## src/rtl/axil_wb_bridge_mc_if.sv

```systemverilog
// AXI4-Lite channel bundle shared by the bridge and its masters.
// Only the Slave modport is used by the bridge; Master serves the driving side.
interface AXI_LITE #(
  parameter int unsigned AXI_ADDR_WIDTH = 32,
  parameter int unsigned AXI_DATA_WIDTH = 32
);
  logic [AXI_ADDR_WIDTH-1:0]   aw_addr;
  logic [2:0]                  aw_prot;
  logic                        aw_valid;
  logic                        aw_ready;
  logic [AXI_DATA_WIDTH-1:0]   w_data;
  logic [AXI_DATA_WIDTH/8-1:0] w_strb;
  logic                        w_valid;
  logic                        w_ready;
  logic [1:0]                  b_resp;
  logic                        b_valid;
  logic                        b_ready;
  logic [AXI_ADDR_WIDTH-1:0]   ar_addr;
  logic [2:0]                  ar_prot;
  logic                        ar_valid;
  logic                        ar_ready;
  logic [AXI_DATA_WIDTH-1:0]   r_data;
  logic [1:0]                  r_resp;
  logic                        r_valid;
  logic                        r_ready;

  modport Slave (
    input  aw_addr, aw_prot, aw_valid, output aw_ready,
    input  w_data, w_strb, w_valid,    output w_ready,
    output b_resp, b_valid,            input  b_ready,
    input  ar_addr, ar_prot, ar_valid, output ar_ready,
    output r_data, r_resp, r_valid,    input  r_ready
  );

  modport Master (
    output aw_addr, aw_prot, aw_valid, input  aw_ready,
    output w_data, w_strb, w_valid,    input  w_ready,
    input  b_resp, b_valid,            output b_ready,
    output ar_addr, ar_prot, ar_valid, output r_ready,
    input  ar_ready, r_data, r_resp, r_valid
  );
endinterface

```

## src/rtl/axil_wb_bridge_mc.sv

```systemverilog
// AXI4-Lite slave to multi-target Wishbone master: one transaction at a time,
// address decode, error/timeout mapping and alternating read/write grant.
module axil_wb_bridge_mc #(
  parameter int unsigned ADDR_WIDTH     = 32,
  parameter int unsigned DATA_WIDTH     = 32,
  parameter int unsigned NUM_WB         = 2,
  parameter logic [NUM_WB-1:0][ADDR_WIDTH-1:0] BASE_ADDR = {NUM_WB{ADDR_WIDTH'(0)}},
  parameter logic [NUM_WB-1:0][ADDR_WIDTH-1:0] ADDR_MASK = {NUM_WB{ADDR_WIDTH'(32'hFFFF_F000)}},
  parameter int unsigned TIMEOUT_CYCLES = 255
) (
  input  logic                         clk_i,
  input  logic                         rst_ni,
  AXI_LITE.Slave                       slave,
  output logic [ADDR_WIDTH-1:0]        wb_adr_o,
  output logic [DATA_WIDTH-1:0]        wb_dat_o,
  output logic [DATA_WIDTH/8-1:0]      wb_sel_o,
  output logic                         wb_we_o,
  output logic [NUM_WB-1:0]            wb_cyc_o,
  output logic [NUM_WB-1:0]            wb_stb_o,
  input  logic [NUM_WB*DATA_WIDTH-1:0] wb_dat_i,
  input  logic [NUM_WB-1:0]            wb_ack_i,
  input  logic [NUM_WB-1:0]            wb_err_i,
  output logic                         timeout_o
);
  localparam int unsigned STRB_W = DATA_WIDTH / 8;
  localparam int unsigned CNT_W  = 16;
  localparam logic [CNT_W-1:0] CNT_LAST = CNT_W'(TIMEOUT_CYCLES - 1);
  localparam logic [1:0] RESP_OKAY   = 2'b00;
  localparam logic [1:0] RESP_SLVERR = 2'b10;
  localparam logic [1:0] RESP_DECERR = 2'b11;

  typedef enum logic [1:0] {IDLE, WB_CYC, RESP_R, RESP_B} state_e;

  state_e                  state_q, state_d;
  logic                    last_wr_q, last_wr_d;
  logic [NUM_WB-1:0]       cyc_q, cyc_d;
  logic [ADDR_WIDTH-1:0]   adr_q, adr_d;
  logic [DATA_WIDTH-1:0]   dat_q, dat_d;
  logic [STRB_W-1:0]       sel_q, sel_d;
  logic                    we_q, we_d;
  logic [CNT_W-1:0]        cnt_q, cnt_d;
  logic [1:0]              resp_q, resp_d;
  logic [DATA_WIDTH-1:0]   rdata_q, rdata_d;
  logic                    r_valid_q, r_valid_d;
  logic                    b_valid_q, b_valid_d;
  logic                    timeout_q, timeout_d;

  logic                    grant_wr_c, grant_rd_c;
  logic [ADDR_WIDTH-1:0]   cand_addr_c;
  logic [NUM_WB-1:0]       tgt_c;
  logic [DATA_WIDTH-1:0]   sel_rdata_c;
  logic                    sel_ack_c, sel_err_c, wb_done_c;
  logic                    prot_unused;

  assign prot_unused = ^{slave.aw_prot, slave.ar_prot};

  // Candidate selection: on contention the side not served last wins.
  always_comb begin
    grant_wr_c  = 1'b0;
    grant_rd_c  = 1'b0;
    cand_addr_c = slave.ar_addr;
    tgt_c       = '0;
    if (state_q == IDLE) begin
      grant_wr_c = slave.aw_valid && slave.w_valid && (!slave.ar_valid || !last_wr_q);
      grant_rd_c = slave.ar_valid && !grant_wr_c;
    end
    if (grant_wr_c) cand_addr_c = slave.aw_addr;
    // Walk downwards so the lowest matching index is the one left standing.
    for (int i = int'(NUM_WB) - 1; i >= 0; i--) begin
      if ((cand_addr_c & ADDR_MASK[i]) == BASE_ADDR[i]) begin
        tgt_c    = '0;
        tgt_c[i] = 1'b1;
      end
    end
  end

  always_comb begin
    sel_rdata_c = '0;
    for (int i = 0; i < int'(NUM_WB); i++) begin
      if (cyc_q[i]) sel_rdata_c = wb_dat_i[i*DATA_WIDTH +: DATA_WIDTH];
    end
    sel_ack_c = |(wb_ack_i & cyc_q);
    sel_err_c = |(wb_err_i & cyc_q);
  end

  always_comb begin
    state_d   = state_q;
    last_wr_d = last_wr_q;
    cyc_d     = cyc_q;
    adr_d     = adr_q;
    dat_d     = dat_q;
    sel_d     = sel_q;
    we_d      = we_q;
    cnt_d     = cnt_q;
    resp_d    = resp_q;
    rdata_d   = rdata_q;
    r_valid_d = r_valid_q;
    b_valid_d = b_valid_q;
    timeout_d = 1'b0;
    wb_done_c = 1'b0;
    unique case (state_q)
      IDLE: begin
        if (grant_wr_c || grant_rd_c) begin
          last_wr_d = grant_wr_c;
          adr_d     = cand_addr_c;
          we_d      = grant_wr_c;
          sel_d     = grant_wr_c ? slave.w_strb : '1;
          cnt_d     = '0;
          if (grant_wr_c) dat_d = slave.w_data;
          if (|tgt_c) begin
            cyc_d   = tgt_c;
            state_d = WB_CYC;
          end else begin
            resp_d    = RESP_DECERR;
            rdata_d   = '0;
            r_valid_d = grant_rd_c;
            b_valid_d = grant_wr_c;
            state_d   = grant_wr_c ? RESP_B : RESP_R;
          end
        end
      end
      WB_CYC: begin
        if (sel_err_c) begin
          resp_d    = RESP_SLVERR;
          rdata_d   = '0;
          wb_done_c = 1'b1;
        end else if (sel_ack_c) begin
          resp_d    = RESP_OKAY;
          rdata_d   = we_q ? '0 : sel_rdata_c;
          wb_done_c = 1'b1;
        end else if (cnt_q == CNT_LAST) begin
          resp_d    = RESP_SLVERR;
          rdata_d   = '0;
          timeout_d = 1'b1;
          wb_done_c = 1'b1;
        end else begin
          cnt_d = cnt_q + CNT_W'(1);
        end
        if (wb_done_c) begin
          cyc_d     = '0;
          r_valid_d = !we_q;
          b_valid_d = we_q;
          state_d   = we_q ? RESP_B : RESP_R;
        end
      end
      RESP_R: begin
        if (slave.r_ready) begin
          r_valid_d = 1'b0;
          state_d   = IDLE;
        end
      end
      RESP_B: begin
        if (slave.b_ready) begin
          b_valid_d = 1'b0;
          state_d   = IDLE;
        end
      end
      default: state_d = IDLE;
    endcase
  end

  always_ff @(posedge clk_i or negedge rst_ni) begin
    if (!rst_ni) begin
      state_q   <= IDLE;
      last_wr_q <= 1'b1;
      cyc_q     <= '0;
      adr_q     <= '0;
      dat_q     <= '0;
      sel_q     <= '0;
      we_q      <= 1'b0;
      cnt_q     <= '0;
      resp_q    <= '0;
      rdata_q   <= '0;
      r_valid_q <= 1'b0;
      b_valid_q <= 1'b0;
      timeout_q <= 1'b0;
    end else begin
      state_q   <= state_d;
      last_wr_q <= last_wr_d;
      cyc_q     <= cyc_d;
      adr_q     <= adr_d;
      dat_q     <= dat_d;
      sel_q     <= sel_d;
      we_q      <= we_d;
      cnt_q     <= cnt_d;
      resp_q    <= resp_d;
      rdata_q   <= rdata_d;
      r_valid_q <= r_valid_d;
      b_valid_q <= b_valid_d;
      timeout_q <= timeout_d;
    end
  end

  assign slave.aw_ready = grant_wr_c;
  assign slave.w_ready  = grant_wr_c;
  assign slave.ar_ready = grant_rd_c;
  assign slave.r_valid  = r_valid_q;
  assign slave.r_data   = rdata_q;
  assign slave.r_resp   = resp_q;
  assign slave.b_valid  = b_valid_q;
  assign slave.b_resp   = resp_q;

  assign wb_adr_o  = adr_q;
  assign wb_dat_o  = dat_q;
  assign wb_sel_o  = sel_q;
  assign wb_we_o   = we_q;
  assign wb_cyc_o  = cyc_q;
  assign wb_stb_o  = cyc_q;
  assign timeout_o = timeout_q;
endmodule

```

## src/flat_wrapper.sv

```systemverilog
// flat-port wrapper written by rule: the top's interface ports become plain ports
module axil_wb_bridge_mc_flat 
#(
  parameter int unsigned ADDR_WIDTH     = 32,
  parameter int unsigned DATA_WIDTH     = 32,
  parameter int unsigned NUM_WB         = 2,
  parameter logic [NUM_WB-1:0][ADDR_WIDTH-1:0] BASE_ADDR = {NUM_WB{ADDR_WIDTH'(0)}},
  parameter logic [NUM_WB-1:0][ADDR_WIDTH-1:0] ADDR_MASK = {NUM_WB{ADDR_WIDTH'(32'hFFFF_F000)}},
  parameter int unsigned TIMEOUT_CYCLES = 255
)
  (clk_i, rst_ni, wb_adr_o, wb_dat_o, wb_sel_o, wb_we_o, wb_cyc_o, wb_stb_o, wb_dat_i, wb_ack_i, wb_err_i, timeout_o, slave_aw_addr, slave_aw_prot, slave_aw_valid, slave_aw_ready, slave_w_data, slave_w_strb, slave_w_valid, slave_w_ready, slave_b_resp, slave_b_valid, slave_b_ready, slave_ar_addr, slave_ar_prot, slave_ar_valid, slave_ar_ready, slave_r_data, slave_r_resp, slave_r_valid, slave_r_ready);
  AXI_LITE #(.AXI_ADDR_WIDTH((32)), .AXI_DATA_WIDTH((32))) slave_i ();
  input  logic clk_i;
  input  logic rst_ni;
  output logic [ADDR_WIDTH-1:0] wb_adr_o;
  output logic [DATA_WIDTH-1:0] wb_dat_o;
  output logic [DATA_WIDTH/8-1:0] wb_sel_o;
  output logic wb_we_o;
  output logic [NUM_WB-1:0] wb_cyc_o;
  output logic [NUM_WB-1:0] wb_stb_o;
  input  logic [NUM_WB*DATA_WIDTH-1:0] wb_dat_i;
  input  logic [NUM_WB-1:0] wb_ack_i;
  input  logic [NUM_WB-1:0] wb_err_i;
  output logic timeout_o;
  input wire logic [$bits(slave_i.aw_addr)-1:0] slave_aw_addr;
  input wire logic [$bits(slave_i.aw_prot)-1:0] slave_aw_prot;
  input wire logic [$bits(slave_i.aw_valid)-1:0] slave_aw_valid;
  output wire logic [$bits(slave_i.aw_ready)-1:0] slave_aw_ready;
  input wire logic [$bits(slave_i.w_data)-1:0] slave_w_data;
  input wire logic [$bits(slave_i.w_strb)-1:0] slave_w_strb;
  input wire logic [$bits(slave_i.w_valid)-1:0] slave_w_valid;
  output wire logic [$bits(slave_i.w_ready)-1:0] slave_w_ready;
  output wire logic [$bits(slave_i.b_resp)-1:0] slave_b_resp;
  output wire logic [$bits(slave_i.b_valid)-1:0] slave_b_valid;
  input wire logic [$bits(slave_i.b_ready)-1:0] slave_b_ready;
  input wire logic [$bits(slave_i.ar_addr)-1:0] slave_ar_addr;
  input wire logic [$bits(slave_i.ar_prot)-1:0] slave_ar_prot;
  input wire logic [$bits(slave_i.ar_valid)-1:0] slave_ar_valid;
  output wire logic [$bits(slave_i.ar_ready)-1:0] slave_ar_ready;
  output wire logic [$bits(slave_i.r_data)-1:0] slave_r_data;
  output wire logic [$bits(slave_i.r_resp)-1:0] slave_r_resp;
  output wire logic [$bits(slave_i.r_valid)-1:0] slave_r_valid;
  input wire logic [$bits(slave_i.r_ready)-1:0] slave_r_ready;
  assign slave_i.aw_addr = slave_aw_addr;
  assign slave_i.aw_prot = slave_aw_prot;
  assign slave_i.aw_valid = slave_aw_valid;
  assign slave_aw_ready = slave_i.aw_ready;
  assign slave_i.w_data = slave_w_data;
  assign slave_i.w_strb = slave_w_strb;
  assign slave_i.w_valid = slave_w_valid;
  assign slave_w_ready = slave_i.w_ready;
  assign slave_b_resp = slave_i.b_resp;
  assign slave_b_valid = slave_i.b_valid;
  assign slave_i.b_ready = slave_b_ready;
  assign slave_i.ar_addr = slave_ar_addr;
  assign slave_i.ar_prot = slave_ar_prot;
  assign slave_i.ar_valid = slave_ar_valid;
  assign slave_ar_ready = slave_i.ar_ready;
  assign slave_r_data = slave_i.r_data;
  assign slave_r_resp = slave_i.r_resp;
  assign slave_r_valid = slave_i.r_valid;
  assign slave_i.r_ready = slave_r_ready;
  axil_wb_bridge_mc #(.ADDR_WIDTH(ADDR_WIDTH), .DATA_WIDTH(DATA_WIDTH), .NUM_WB(NUM_WB), .BASE_ADDR(BASE_ADDR), .ADDR_MASK(ADDR_MASK), .TIMEOUT_CYCLES(TIMEOUT_CYCLES)) u_core (.clk_i(clk_i), .rst_ni(rst_ni), .slave(slave_i), .wb_adr_o(wb_adr_o), .wb_dat_o(wb_dat_o), .wb_sel_o(wb_sel_o), .wb_we_o(wb_we_o), .wb_cyc_o(wb_cyc_o), .wb_stb_o(wb_stb_o), .wb_dat_i(wb_dat_i), .wb_ack_i(wb_ack_i), .wb_err_i(wb_err_i), .timeout_o(timeout_o));
endmodule
```

## config.mk

```make
export PLATFORM = sky130hd
export DESIGN_NAME = axil_wb_bridge_mc_flat
export DESIGN_NICKNAME = d
export VERILOG_FILES = /design/src/rtl/axil_wb_bridge_mc_if.sv /design/src/rtl/axil_wb_bridge_mc.sv /design/src/flat_wrapper.sv
export SDC_FILE = /design/constraint.sdc
export NUM_CORES = 1
export LEC_CHECK = 0
export ABC_AREA = 1
export BUFFER_PORTS_ARGS = -buffer_cell sky130_fd_sc_hd__buf_2
export CAP_MARGIN = 40
export CORE_MARGIN = 2
export CORE_UTILIZATION = 30
export DETAILED_ROUTE_END_ITERATION = 8
export GPL_ROUTABILITY_DRIVEN = 0
export GPL_TIMING_DRIVEN = 0
export SLEW_MARGIN = 30
export SYNTH_ARGS = -nofsm -noshare
export SYNTH_HDL_FRONTEND = slang
export SYNTH_SLANG_ARGS = --single-unit
```

## constraint.sdc

```tcl
create_clock -name clk_i -period 5.82 [get_ports clk_i]
set_input_delay 0.873 -clock clk_i [delete_from_list [all_inputs] [get_ports clk_i]]
set_output_delay 0.873 -clock clk_i [all_outputs]
set_load 0.03 [all_outputs]
```

==> run metrics, run 1 <==
run status completed; Top Ports slightly below 300; Bufs on Longest Clock Path 2; syn_area_per_cell 7.71 µm²; vias in the first global route between 5000 and 6000; layout cells sized above 1 30.8%; initial antenna violation count 4; slowest stage delay, CP roughly 0.52 ns; Hold/Removal Path Class in -> async; Leakage ~5 nW; starting density of the core between 30% and 40%; final antenna-violating net count 0; r2r setup slk 3.28 ns; synthesized flop and latch total about 130; filler instances between 2000 and 2500; DRT iter0 DRCs 270; highest clock rate ~260 MHz; via count ~6300; first-pass GRT wire length 30300 µm; WS Path Type reg -> out; CP arrival between 3 and 4 ns; WL/cell approximately 14 µm; part of the Yosys area used for sequential elements roughly half; Overflow after GRT 0; dpl hpwl between 15000 and 20000 µm; Clk Latency, worst-skew pair between 0.4 and 0.5 ns; Worst Path Max Fanout 11; post_cts resized 0; final setup fails 0; vias per std cell between 4 and 5; Die Wd 152 µm; clk sink count roughly 130; Slew Limit Fails 0; Die Y around 150 µm; area grow syn2layout 35.0%; number of port buffers 253; core area between 20000 and 25000 µm²; setup TNS 0 ns; RSZ-0062 raised after global routing no; TritonCTS Buffers 17; P per Cell Area between 400 and 500 nW/µm²; minimum clock period ~3.9 ns; Final Hold Viols 0; largest net degree at the start of global routing 68; final core occ between 40% and 50%; Final Net Count between 1000 and 1500; DRC 0; Yosys cell types 35; Cell Area, Synth 6530 µm²; hold bufs inserted after CTS 0; CTS tree done; max-cap viol count 0; crit end category output pin; Pre-antenna DRT Iters 5; Final period util around 67%; max_slew headroom a little under three fifths; Startpoint Class flop; Synth Warn # 0; Slowest-stage cell, CP clkbuf_1; final worst clock skew around 0.0096 ns; post-CTS repair timing setup buffer count 0; die area about 23000 µm²; Worst Tran Pin Value 0.656 ns; row count 53; Max VDD drop ~0.26 mV; Clk pin slew, worst setup/hold paths roughly 0.06 ns; Root Buffer clkbuf_16; Routed WL roughly 20000 µm; critical path, cell by cell inv_1 > ha_1 > buf_4 > nand3_4 > inv_1 > clkbuf_1 > buf_1 > buf_4 > buf_2; CP required 4.95 ns; H-Tree Depth 4; overall power 4.30 mW; Cells after Synth around 850; gr usage total between 15 and 20%
[layout make-up]
cell class	count	area, µm²	share of cell area (%)
Clock inverter	12	159	1.80
Sequential cell	126	3150	35.8
Timing Repair Buffer	255	1320	14.9
Tap cell	275	344	3.90
Multi-Input combinational cell	583	2760	31.3
Inverter	90	339	3.85
Buffer	49	279	3.17
Antenna cell	3	7.51	0.0852
Clock buffer	20	457	5.18
[where the power goes]
part           total (mW)  internal, mW  switching (mW)
registers            1.30          1.14           0.150
logic                1.91         0.549            1.36
clock network        1.10         0.699           0.396
[worst paths after layout]
kind,startpoint,end,cells after the start
max,u_core.state_q[0],slave_w_ready,9
min,rst_ni,u_core.slave.r_data[8],1
max reg2reg,u_core.state_q[0],u_core.cnt_q[8],11
min reg2reg,u_core.slave.r_data[12],u_core.slave.r_data[12],2
max in group asynchronous,rst_ni,u_core.wb_dat_o[29],2
min in group clk_i,u_core.slave.r_data[12],u_core.slave.r_data[12],2
[per-stage QoR]
stage / cells / instance area, µm² / hold slack, ns / setup slack (ns)
3_5_place_dp: 1378 / 8190 / 0.453 / 2.00
3_3_place_gp: 1376 / 8140 / 0.450 / 2.00
2_1_floorplan: 848 / 6530 / 0.451 / 2.67
4_1_cts: 1410 / 8810 / 0.397 / 1.86
5_1_grt: 1411 / 8810 / 0.411 / 1.68
6_report: 1413 / 8810 / 0.377 / 1.94
[state kept, by name, summed over array words and instances, names as in the netlist]
name	cells
u_core.slave.r_data	32
u_core.wb_adr_o	32
u_core.wb_dat_o	32
u_core.cnt_q	16
u_core.wb_sel_o	4
u_core.slave.b_resp	2
u_core.state_q	2
u_core.last_wr_q	1
u_core.slave.b_valid	1
u_core.slave.r_valid	1
u_core.timeout_o	1
u_core.wb_cyc_o	1
u_core.wb_we_o	1
[cells by family after synthesis]
group	share of synthesized area, %
buf+inv	9.47
simple gates	32.7
flops	48.3
fa+ha+maj	1.53
xor+xnor	1.88
other cells	0.0574
compound gates	6.02
[layer usage]
metal	GRT usage, %	part of all wire [%]	vias to the layer above
li1	-	-	3209
met1	21.5	43	2841
met2	27.2	47	203
met3	5.03	7.6	29
met4	6.90	2.6	2
met5	0	0.036	-
[Yosys cell counts, drive strengths merged]
master / instances / area share, %
a21boi: 1 / 0.12
a21oi: 15 / 1.1
a31oi: 8 / 0.77
buf: 35 / 3.5
clkbuf: 14 / 0.80
clkinv: 2 / 0.13
conb: 1 / 0.057
dfrtp: 125 / 48
dfstp: 1 / 0.40
ha: 8 / 1.5
inv: 88 / 5.1
nand2: 297 / 17
nand3: 60 / 6.3
nand3b: 3 / 0.34
nand4: 21 / 2.0
nor2: 90 / 5.6
nor3: 10 / 0.84
nor4: 2 / 0.19
o21ai: 45 / 3.5
o22ai: 5 / 0.48
or2: 2 / 0.19
xor2: 14 / 1.9
[critical path, delay by kind of cell (launching register included)]
| family | cells | cell delay (ns) |
|---|---|---|
| DFF | 1 | 0.41 |
| and+or+nand+nor | 1 | 0.13 |
| buffers and inverters | 7 | 1.88 |
| adders and majority gates | 1 | 0.16 |
[layout by cell type, fill, tap and decap left out, types with 2 or more instances in the layout]
cell,synthesis,final
dfrtp_1,125,125
buf_2,10,262
clkbuf_8,0,2
clkinv_4,0,3
nor2_4,3,3
nand4_1,21,21
o21ai_1,7,7
buf_6,5,6
diode_2,0,3
nand3_2,20,20
clkbuf_16,0,17
nor2_2,2,2
clkinvlp_4,0,2
ha_1,8,8
o21ai_0,37,37
nor3_1,9,9
buf_4,12,12
nand3_1,39,39
inv_1,87,87
a21oi_1,15,15
nor2_1,85,85
nor4_1,2,2
a31oi_1,8,8
clkbuf_1,14,15
or2_2,2,2
nand3b_1,3,3
nand2_2,4,4
nand2_1,293,293
conb_1,1,2
o22ai_1,5,5
clkinv_2,1,3
buf_1,8,8
bufinv_16,0,3
xor2_1,14,14
inv_6,0,2
No activity file was read; power rests on OpenSTA's default activity.
==> run 2: changes to the inputs <==
--- a/config.mk
+++ b/config.mk
@@ -5,7 +5,7 @@
 export SDC_FILE = /design/constraint.sdc
 export NUM_CORES = 1
 export LEC_CHECK = 0
-export ABC_AREA = 1
+export ABC_AREA = 0
 export BUFFER_PORTS_ARGS = -buffer_cell sky130_fd_sc_hd__buf_2
 export CAP_MARGIN = 40
 export CORE_MARGIN = 2
==> constraint.sdc (replaced) <==
create_clock -name clk_i -period 4.1 [get_ports clk_i]
set_input_delay 0.615 -clock clk_i [delete_from_list [all_inputs] [get_ports clk_i]]
set_output_delay 0.615 -clock clk_i [all_outputs]
set_load 0.03 [all_outputs]
==> run 2 against run 1 <==
Against the previous run: register-to-register slack worse by 2.0 ns; sequential share of layout area rose by 2.8 points; highest routed layer unchanged; clock-buffer cell count grew 3; critical endpoint unchanged; utilization increased by 0.71 points.
==> run metrics, run 2 <==
run status completed; largest net degree at the start of global routing 73 (+7.4%); final setup fails 0 (unchanged); crit path launch u_core.state_q[0]; Pre-antenna DRT Iters 4 (-1); CTS tree done; number of port buffers 253 (unchanged); area grow syn2layout 38.9%; final worst clock skew 0.0133 ns (+0.00377 ns); Die Y 144 µm (-5.0%); Critical path buffers and inverters 6 (-1); Cells after Synth 635 (-25%); FF-to-FF Start u_core.state_q[0]; Final Net Count 1097 (-16%); max_slew headroom 54.0% (-2.2 points); syn_area_per_cell 9.26 µm² (+20%); Fin Hold WS 0.108 ns (-0.268 ns); placed cell count 1155 (-16%); slowest stage delay, CP 0.44 ns (-0.08 ns); CP dominant cell by count inv_1; Worst Path Max Fanout 11 (unchanged); WS Path Type reg -> out; vias per std cell 4.56 (+2.5%); Top Ports 296 (unchanged); minimum clock period approximately 3.6 ns; Overflow after GRT 0 (unchanged); first-pass GRT wire length 26700 µm (-12%); Worst Tran Pin Value 0.690 ns (+0.0331 ns); setup TNS 0 ns (unchanged); Post-synth EDFFs 0 (unchanged); Final Hold Viols 0 (unchanged); overall power 5.85 mW (+36%); H-Tree Depth 4 (unchanged); final core occ 42.2% (+0.71 points); critical path, cell by cell inv_1 > ha_1 > nand3_1 > nand2b_1 > clkbuf_1 > inv_1 > buf_1 > buf_4 > buf_2; RSZ-0062 raised after global routing no; final antenna-violating net count 0 (unchanged); Leakage 4.06 nW (-18%); clk sink count 126 (unchanged); crit end category output pin; pre-CTS setup slack 0.660 ns (-1.34 ns); Max VDD drop 0.361 mV (+42%); DRC 0 (unchanged); Yosys top cell by area dfrtp_1; commonest cells after routing, fill and taps aside buf_2, nand2_1, dfrtp_1; Synth Warn # 0 (unchanged); TritonCTS Buffers 17 (unchanged); Clk pin slew, worst setup/hold paths 0.06 ns (about the same); fin area 8170 µm² (-7.3%); Die Wd 144 µm (-5.0%); dpl hpwl 13300 µm (-12%); initial antenna violation count 4 (unchanged); part of the Yosys area used for sequential elements 53.6% (+5.3 points); ys flop type dfrtp_1; CP required 3.48 ns (-1.47 ns); Startpoint Class flop; commonest non-fill, non-tap cell in the layout buf_2; post-synth top area share 53.2% (+5.3 points); Final period util 87.7%; vias in the first global route 5117 (-14%); max-cap viol count 0 (unchanged); synthesized flop and latch total 126 (unchanged); Cell Area, Synth 5880 µm² (-9.9%); post-CTS repair timing setup buffer count 0 (unchanged); Post-synth ARST share 100% (unchanged); CP arrival 2.98 ns (-0.03 ns); DRT iter0 DRCs 211 (-22%); row count 51 (-3.8%); via count 5422 (-14%); Crit path max-delay family buffers and inverters; WL/cell 14.8 µm (+6.5%); highest clock rate 278 MHz; P per Cell Area 716 nW/µm² (+47%); Bufs on Longest Clock Path 2 (unchanged); Post-DP Area 7520 µm² (-8.2%); dominant cells by area after synthesis dfrtp_1, nand2_1, mux2i_1; Yosys cell types 49 (+40%); Final Worst Setup Slack 0.505 ns (-1.43 ns); gr usage total 16.8% (-0.16 points); Routed WL 17600 µm (-10%); Slowest-stage cell, CP inv_1; Hold/Removal Path Class in -> async; Slew Limit Fails 0 (unchanged); starting density of the core 30.4% (-0.35 points); most frequent cells after synthesis nand2_1, dfrtp_1, inv_1; die area 20700 µm² (-9.7%); Root Buffer clkbuf_16; non-filler cells, final 1189 (-16%); core area 19300 µm² (-8.9%); Clk Latency, worst-skew pair 0.42 ns (about the same); top-count cell post-synth nand2_1; filler instances 1966 (-11%); layout cells sized above 1 33.2% (+2.4 points)
-- run 2: cell types whose count changed in the layout (fill, tap and decap cells not counted), moves of 13 or more --
cell	previous run	this run
nor2_1	85	28
xor2_1	14	1
nand3_2	20	0
nand2_1	293	196
nand3_1	39	12
mux2i_1	0	34
inv_1	87	40
nand4_1	21	7
clkbuf_1	15	30
-- run 2: power by group --
group          total, mW  switching (mW)  internal [mW]
logic               2.40            1.64          0.755
registers           1.81           0.204           1.61
clock network       1.64           0.557           1.08
-- run 2: logic make-up (layout without fill, tap and decap cells) --
group | after synthesis | in the layout | synth area share, %
adder cells (fa/ha/maj) | 8 | 8 | 1.70
flip-flops | 126 | 126 | 53.6
other | 1 | 5 | 0.0638
buffers and inverters | 80 | 365 | 6.06
AO/OA/AOI/OAI | 96 | 96 | 10.2
AND/OR/NAND/NOR | 283 | 283 | 21.1
XOR/XNOR | 2 | 2 | 0.298
multiplexers | 39 | 39 | 6.87
-- run 2: layout make-up --
| cell class | count | area (µm²) | share of cell area (%) |
|---|---|---|---|
| sequential | 126 | 3150 | 38.6 |
| multi-input combinational | 430 | 2370 | 29.1 |
| timing repair buffer | 254 | 1300 | 16.0 |
| clock buffer | 23 | 488 | 5.97 |
| tap | 265 | 332 | 4.06 |
| buffer | 39 | 203 | 2.48 |
| clock inverter | 9 | 156 | 1.91 |
| inverter | 40 | 150 | 1.84 |
| antenna | 3 | 7.51 | 0.0919 |
-- run 2: path summary, 6_finish.rpt --
kind                       cells past startpoint                      end  slack, ns
max in group asynchronous                      2       u_core.wb_dat_o[9]       3.25
setup reg to reg                               9      u_core.wb_adr_o[11]       1.28
setup / recovery                               9            slave_w_ready       0.51
hold reg to reg                                2         u_core.last_wr_q       0.46
hold / removal                                 1  u_core.slave.r_data[21]       0.11
min in group clk_i                             3       u_core.wb_dat_o[1]       0.39
-- run 2: per-layer routing --
layer	track usage (%)	part of all wire, %	wire length (µm)
met3	5.99	9.0	1590
met2	26.2	46	8070
met1	21.8	44	7720
met5	0	0.040	7
met4	5.73	1.3	223
-- run 2: repair_timing --
item                                   4_1_cts  5_1_grt
hold buffers                                 0        0
gates resized for setup                      0        0
setup endpoints to repair                    0        1
endpoints found under the hold margin        0        0
